==> src/rtl/reg_dump_pkg.sv <==
// Shared types and default sizes for the register-file dump engine.
// When REG_DUMP_CHECKSUM_EN is defined, an extra CSUM state is added for the
// trailing XOR checksum beat.
package reg_dump_pkg;

    localparam int DEF_DATA_W   = 32;
    localparam int DEF_ADDR_W   = 5;
    localparam int DEF_NUM_REGS = 32;

    typedef enum logic [2:0] {
        ST_IDLE   = 3'd0,
        ST_READ   = 3'd1,
        ST_SEND   = 3'd2,
        ST_FINISH = 3'd3
`ifdef REG_DUMP_CHECKSUM_EN
        ,
        ST_CSUM   = 3'd4
`endif
    } state_e;

endpackage

==> src/rtl/reg_dump_unit.sv <==
// Register-file read-out engine.
//
// A start pulse walks registers FIRST_REG..NUM_REGS-1 through a dedicated
// combinational read port. Each value is streamed out on a valid/ready channel.
// Every register costs one READ cycle and at least one SEND cycle, so the rate
// is one beat per two cycles when the sink is always ready.
//
// Optional feature macro: REG_DUMP_CHECKSUM_EN. When it is defined, one more
// beat follows the last register. That beat carries the XOR of all dumped
// values, has index 0, and is the only beat flagged last.
module reg_dump_unit
    import reg_dump_pkg::*;
#(
    parameter int DATA_W    = DEF_DATA_W,
    parameter int ADDR_W    = DEF_ADDR_W,
    parameter int NUM_REGS  = DEF_NUM_REGS,
    parameter int FIRST_REG = 0
) (
    input  logic              clk,
    input  logic              rst,
    input  logic              start,
    input  logic              abort,
    output logic [ADDR_W-1:0] rf_raddr,
    input  logic [DATA_W-1:0] rf_rdata,
    output logic              dout_valid,
    input  logic              dout_ready,
    output logic [DATA_W-1:0] dout_data,
    output logic [ADDR_W-1:0] dout_idx,
    output logic              dout_last,
    output logic              busy,
    output logic              done
);

    localparam logic [ADDR_W-1:0] LAST_IDX  = ADDR_W'(NUM_REGS - 1);
    localparam logic [ADDR_W-1:0] FIRST_IDX = ADDR_W'(FIRST_REG);

    state_e            state_q, state_d;
    logic [ADDR_W-1:0] idx_q, idx_d;
    logic [DATA_W-1:0] data_q, data_d;
    logic [ADDR_W-1:0] didx_q, didx_d;
    logic              last_q, last_d;
`ifdef REG_DUMP_CHECKSUM_EN
    logic [DATA_W-1:0] csum_q, csum_d;
`endif

    // Next-state and beat-register logic. Abort overrides every transition at the end.
    always_comb begin
        state_d = state_q;
        idx_d   = idx_q;
        data_d  = data_q;
        didx_d  = didx_q;
        last_d  = last_q;
`ifdef REG_DUMP_CHECKSUM_EN
        csum_d  = csum_q;
`endif
        case (state_q)
            ST_IDLE: begin
                if (start) begin
                    state_d = ST_READ;
                    idx_d   = FIRST_IDX;
`ifdef REG_DUMP_CHECKSUM_EN
                    csum_d  = '0;
`endif
                end
            end
            ST_READ: begin
                // The register value is sampled here, not when the dump starts.
                data_d  = rf_rdata;
                didx_d  = idx_q;
`ifdef REG_DUMP_CHECKSUM_EN
                last_d  = 1'b0;
                csum_d  = csum_q ^ rf_rdata;
`else
                last_d  = (idx_q == LAST_IDX);
`endif
                state_d = ST_SEND;
            end
            ST_SEND: begin
                if (dout_ready) begin
`ifdef REG_DUMP_CHECKSUM_EN
                    if (idx_q == LAST_IDX) begin
                        // The checksum is already complete, because the last
                        // register was folded in during its READ cycle.
                        data_d  = csum_q;
                        didx_d  = '0;
                        last_d  = 1'b1;
                        state_d = ST_CSUM;
                    end else begin
                        idx_d   = idx_q + ADDR_W'(1);
                        state_d = ST_READ;
                    end
`else
                    if (last_q) begin
                        state_d = ST_FINISH;
                    end else begin
                        idx_d   = idx_q + ADDR_W'(1);
                        state_d = ST_READ;
                    end
`endif
                end
            end
`ifdef REG_DUMP_CHECKSUM_EN
            ST_CSUM: begin
                if (dout_ready) begin
                    state_d = ST_FINISH;
                end
            end
`endif
            ST_FINISH: begin
                state_d = ST_IDLE;
            end
            default: begin
                state_d = ST_IDLE;
            end
        endcase

        // Abort also blocks a simultaneous start in IDLE.
        if (abort) begin
            state_d = ST_IDLE;
`ifdef REG_DUMP_CHECKSUM_EN
            csum_d  = '0;
`endif
        end
    end

    // State and beat registers, cleared immediately by reset.
    always_ff @(posedge clk or posedge rst) begin
        if (rst) begin
            state_q <= ST_IDLE;
            idx_q   <= '0;
            data_q  <= '0;
            didx_q  <= '0;
            last_q  <= 1'b0;
`ifdef REG_DUMP_CHECKSUM_EN
            csum_q  <= '0;
`endif
        end else begin
            state_q <= state_d;
            idx_q   <= idx_d;
            data_q  <= data_d;
            didx_q  <= didx_d;
            last_q  <= last_d;
`ifdef REG_DUMP_CHECKSUM_EN
            csum_q  <= csum_d;
`endif
        end
    end

    // The read address is driven only during READ, so the port is otherwise quiet.
    assign rf_raddr   = (state_q == ST_READ) ? idx_q : '0;
`ifdef REG_DUMP_CHECKSUM_EN
    assign dout_valid = (state_q == ST_SEND) || (state_q == ST_CSUM);
`else
    assign dout_valid = (state_q == ST_SEND);
`endif
    assign dout_data  = data_q;
    assign dout_idx   = didx_q;
    assign dout_last  = last_q;
    assign busy       = (state_q != ST_IDLE);
    assign done       = (state_q == ST_FINISH);

endmodule

==> config.mk <==
export PLATFORM = sky130hd
export DESIGN_NAME = reg_dump_unit
export DESIGN_NICKNAME = d
export VERILOG_FILES = /design/src/rtl/reg_dump_pkg.sv /design/src/rtl/reg_dump_unit.sv
export SDC_FILE = /design/constraint.sdc
export NUM_CORES = 1
export LEC_CHECK = 0
export CORE_UTILIZATION = 41
export DETAILED_ROUTE_END_ITERATION = 8
export PLACE_DENSITY = 0.91
export SLEW_MARGIN = 10
export SYNTH_ARGS = -nofsm -noshare
export SYNTH_HDL_FRONTEND = slang
export SYNTH_SLANG_ARGS = --single-unit
==> constraint.sdc <==
create_clock -name clk -period 1.8 [get_ports clk]
set_clock_uncertainty 0.05 [all_clocks]
set_input_delay 0.54 -clock clk [delete_from_list [all_inputs] [get_ports clk]]
set_output_delay 0.54 -clock clk [all_outputs]
set_load 0.1 [all_outputs]
* Yosys cells after proc, flatten, opt, wreduce, memory -nomap -nowiden
Cells that the tools add are included.
** Cells by class
- Add/subtract/negate cells :: 1
- Eq/ne operators :: 9
- Mux-type cells :: 10
- Reduce and logical (&&, ||, !) cells :: 5
** Operators with widths (number)
- $mux 5 :: 4
- $pmux 5 s2 :: 1
- $mux 3 :: 3
- $pmux 3 s3 :: 1
- $eq 3x2->1 const B :: 2
- $add 5x1->5 const B :: 1
- $eq 5x5->1 const B :: 1
- $ne 2x2->1 const B :: 2
- $reduce_and 4->1 :: 1
- $eq 3x1->1 const B :: 1
- $logic_not 3->1 :: 1
- $ne 3x2->1 const B :: 1
- $ne 3x3->1 const B :: 1
- $reduce_bool 3->1 :: 1
- $mux 2 :: 1
- $ne 2x1->1 const B :: 1
- $reduce_and 2->1 :: 1
- $reduce_bool 2->1 :: 1
** Storage, ports and cells
- Bits in registers :: 46
- Input port bits :: 37
- Output and inout bits :: 46
- Logic and storage cells :: 30

* Depth between registers and ports, before layout
- Depth in word-level cells :: 4
- Mapped depth :: 6
- Gate-level depth less buffers :: 6

* Worst setup path after synthesis
Ideal clock, no wire load.
- Path type :: flip-flop to output port
- From :: register state_q[1]
- To :: output rf_raddr[2]
- Data arrival time :: 2.065 ns
- Required time :: 1.210 ns
- Slack :: -0.855 ns
- Cell stages (with the launch flop) :: 5
- Buffers on the path :: 2
- Cell sequence :: dfrtp_1 buf_4 nand2b_1 buf_2 nor2_1
** Between the ends
- Longest elaborated chain between the ends :: 2
** RTL lines
- from (decl) :: line reg_dump_unit.sv:37 : state_e state_q, state_d;
- from (signal assigned) :: line reg_dump_unit.sv:138 : state_q <= state_d;
- $eq 3x1->1 :: line reg_dump_unit.sv:150 : assign rf_raddr = (state_q == ST_READ) ? idx_q : '0;
- $mux 5 :: line reg_dump_unit.sv:150
- to (decl) :: line reg_dump_unit.sv:23 : output logic [ADDR_W-1:0] rf_raddr,
Every way passes these cells.

* Worst setup path after layout
- From :: register state_q[1]
- To :: output rf_raddr[0]
Same word-level chain as after synthesis.

==> parameters.txt <==
Parameter                              Value

Outcome
  Status ... finished with violations
  Violations in the final reports ... negative setup slack

Layout
  Core occupancy in the finished layout ... 79.3%
  Number of antenna cells inserted ... 0
  Layout cell share with drive strength beyond 1 ... 29.9%
  Post-layout nets ... 339
  Final Cell Area ... approximately 3500 µm²
  Area overhead of the layout relative to synthesis ... 85.9%

Global route
  Number of global-route vias before repair ... 1778
  Global-route total usage across every layer ... a little over a fifth
  Global-route wire length before repair ... 8220 µm
  Pin count of the biggest net entering global routing ... 46
  Antenna violations before repair ... 0
  Total congestion overflow after global routing ... 0

Floorplanning
  Die span in x ... 69.5 µm
  Num rows ... 24
  Initial standard-cell utilization of the core ... 42.7%
  Total core area ... 4380 µm²
  Vertical extent of the die ... 69.5 µm
  Top-level port count ... a little over 80
  Die ar. ... about 4800 µm²

CTS
  CTS Root Buffer Type ... clkbuf_8
  Clock insertion delay at the later pin of the skew report ... 0.28 ns
  Number of clock buffers inserted by TritonCTS ... 5
  Clock tree from TritonCTS ... done
  Maximum clock insertion buffer count ... 2
  Number of clock sinks seen by CTS ... 45
  # H-tree levels ... 2
  Clock transition at path regs ... around 0.080 ns

Critical path
  Cell with the biggest individual delay on the critical path ... dfrtp_1
  CP Max Fanout ... 3
  Worst setup SP type ... flop
  Required time of the critical path ... 1.21 ns
  Setup Crit Path Kind ... reg2out
  Largest incremental delay on the critical path ... 0.43 ns
  Category of the worst setup path capture point ... output pin
  CP arrival ... between 1 and 1.5 ns
  Cell breakdown of the critical path ... buf_6 > nor2b_4 > and2_4 > buf_12

Placed design
  Cell area after placement ... 3280 µm²
  Pre-CTS setup slack ... -0.123 ns
  Routability cong. ... 0.810
  Port Buffer Count ... 82
  Placed wire-length estimate after detailed placement ... 3550 µm

STA
  Worst-case setup margin in the final layout ... -0.101 ns
  Highest clock rate ... 526 MHz
  Setup TNS Final ... -0.434 ns
  Transition time at the pin with the least slew margin ... 0.364 ns
  Number of setup violations in the final report ... 7
  Count of pins over their slew limit ... 0
  Slew HR ... about 76%
  Setup repair after global routing missed its margin ... true
  Number of hold violations in the final report ... 0
  Min Tclk post-route ... 1.90 ns
  Fin crit share ... 106%

Logic synthesis
  Synth cell types ... 28
  Top area cells in the synthesized netlist ... dfrtp_1 (60%), nand2_1 (20%), buf_2 (2.4%)
  Syn Area/Cell ... 9.26 µm²
  Synthesized area ... 1870 µm²
  Total of flip-flops plus latches after synthesis ... 45
  Synthesized-area fraction occupied by ao, oa, aoi and oai cells ... roughly 5.6%
  Async set or reset register ratio after synthesis ... 100%
  Most frequently used flop master after synthesis ... dfrtp_1
  Number of enable flip-flop cells after synthesis ... 0
  Simple-Gate Fraction of Synth Area ... 26.6%
  Sequential-to-total area share from yosys stat ... 60.2%
  Yosys warnings ... 0
  Multiplexer share of the synthesized area ... 1.67%
  XOR/XNOR share of the synthesized area ... 0%
  Area share of fa/ha/maj cells after synthesis ... 1.34%
  Synthesized instance count ... 202
  Largest family of logic cells by synthesized area ... simple AND/OR/NAND/NOR gates
  Cell type contributing the most total cell area after synthesis ... dfrtp_1
  Net count of the mapped netlist ... approximately 240
  Area share of the leading cell type in the synthesized netlist ... 60.2%

Detailed routing
  1st-iter DRT viols ... 91
  Count of TritonRoute iterations in the first routing pass ... 4
  Post-route antenna net violation count ... 0
  Drt total wl ... 4860 µm
  Average via count per standard cell ... 4.75
  Average wire length per cell after detail routing ... ~14 µm
  Number of design rule violations left after detail routing ... 0
  Via total after detailed routing ... 1676

Power and ir drop
  Worst VDD drop ... just under 900 µV
  Static leakage ... roughly 1.7 nW
  Pwr Total ... between 4 and 5 mW
  Pwr/cell area ... 1320 nW/µm²

Job
  Max capacitance violation total ... 0

Hold path
  Class of the worst hold path ... reg2reg
sequential cells by signal, indices dropped and copies added (netlist names):
signal	count
dout_data	32
dout_idx	5
dout_last	1
idx_q	5
state_q	2
routing by layer:
metal  wire [µm]  GRT usage, %
met2        2580          38.5
met1        1910          26.2
met3         334          5.52
met4          34          5.44
met5           0             0
per-stage QoR:
step	hold WS (ns)	cells
CTS	0.496	350
global route	0.514	353
finish	0.490	353
global placement	0.471	334
detailed placement	0.475	334
floorplan	0.465	202
layout by cell type (no fill, tap or decap), types with 2 or more instances in the layout:
| master | count |
|---|---|
| a21o_1 | 5 |
| nor2_4 | 4 |
| mux2i_1 | 2 |
| clkbuf_8 | 6 |
| buf_12 | 47 |
| inv_1 | 7 |
| dfrtp_1 | 44 |
| buf_4 | 16 |
| nand3_1 | 2 |
| nand2b_4 | 2 |
| clkdlybuf4s50_1 | 36 |
| nand2_1 | 102 |
| a21oi_1 | 2 |
| ha_1 | 2 |
| buf_6 | 2 |
cell usage after synthesis (2+ instances only):
| master | instances |
|---|---|
| a21o_1 | 5 |
| a21oi_1 | 2 |
| and2_1 | 2 |
| buf_2 | 9 |
| dfrtp_1 | 45 |
| ha_1 | 2 |
| inv_1 | 9 |
| mux2i_1 | 2 |
| nand2_1 | 102 |
| nand2b_1 | 2 |
| nand3_1 | 2 |
| nor2_1 | 4 |
final timing paths:
kind	slack (ns)	startpoint	end	cells after the start
worst max-delay path	-0.10	state_q[1]	rf_raddr[0]	4
worst min-delay path	0.49	dout_data[15]	dout_data[15]	2
worst max register to register	0.23	state_q[1]	idx_q[0]	5
worst min register to register	0.49	dout_data[15]	dout_data[15]	2
max in group asynchronous	0.92	rst	state_q[0]	3
min in group asynchronous	0.55	rst	dout_data[9]	3
report_power, final:
part / internal (mW) / switching, mW / leakage (nW)
Sequential: 1.19 / 0.206 / 0.572
Clock: 0.311 / 0.327 / 0.0512
Combinational: 0.903 / 1.66 / 1.11
cell families (layout without fill, tap and decap cells):
kind of cell,count (synthesis),count (layout)
AO/OA/AOI/OAI,14,14
adder cells (fa/ha/maj),2,2
buffers and inverters,19,118
flip-flops,45,45
multiplexers,3,3
AND/OR/NAND/NOR,119,119
worst max-delay path: cells and delay by family, from the launching register on:
family / cells / cell delay (ns)
flip-flops: 1 / 0.43
buffers and inverters: 2 / 0.32
AND/OR/NAND/NOR: 2 / 0.27
what timing repair did:
| item | in CTS | in global routing |
|---|---|---|
| gates resized for setup | 5 | 0 |
| endpoints found under the setup margin | 8 | 8 |
| endpoints found under the hold margin | 0 | 0 |
| pin swaps | 1 | 1 |
| hold buffers | 0 | 0 |
| buffers inserted | 8 | 3 |
area by class of cell:
cell class | count | area, µm²
multi-input cells | 138 | 707
well taps | 52 | 65.1
repair buffers | 101 | 1440
fillers | 278 | 907
clock inverters | 2 | 13.8
inverters | 9 | 37.5
flip-flops and latches | 45 | 1130
clock buffers | 6 | 82.6
Note: power is estimated with default switching activity, not from simulation.
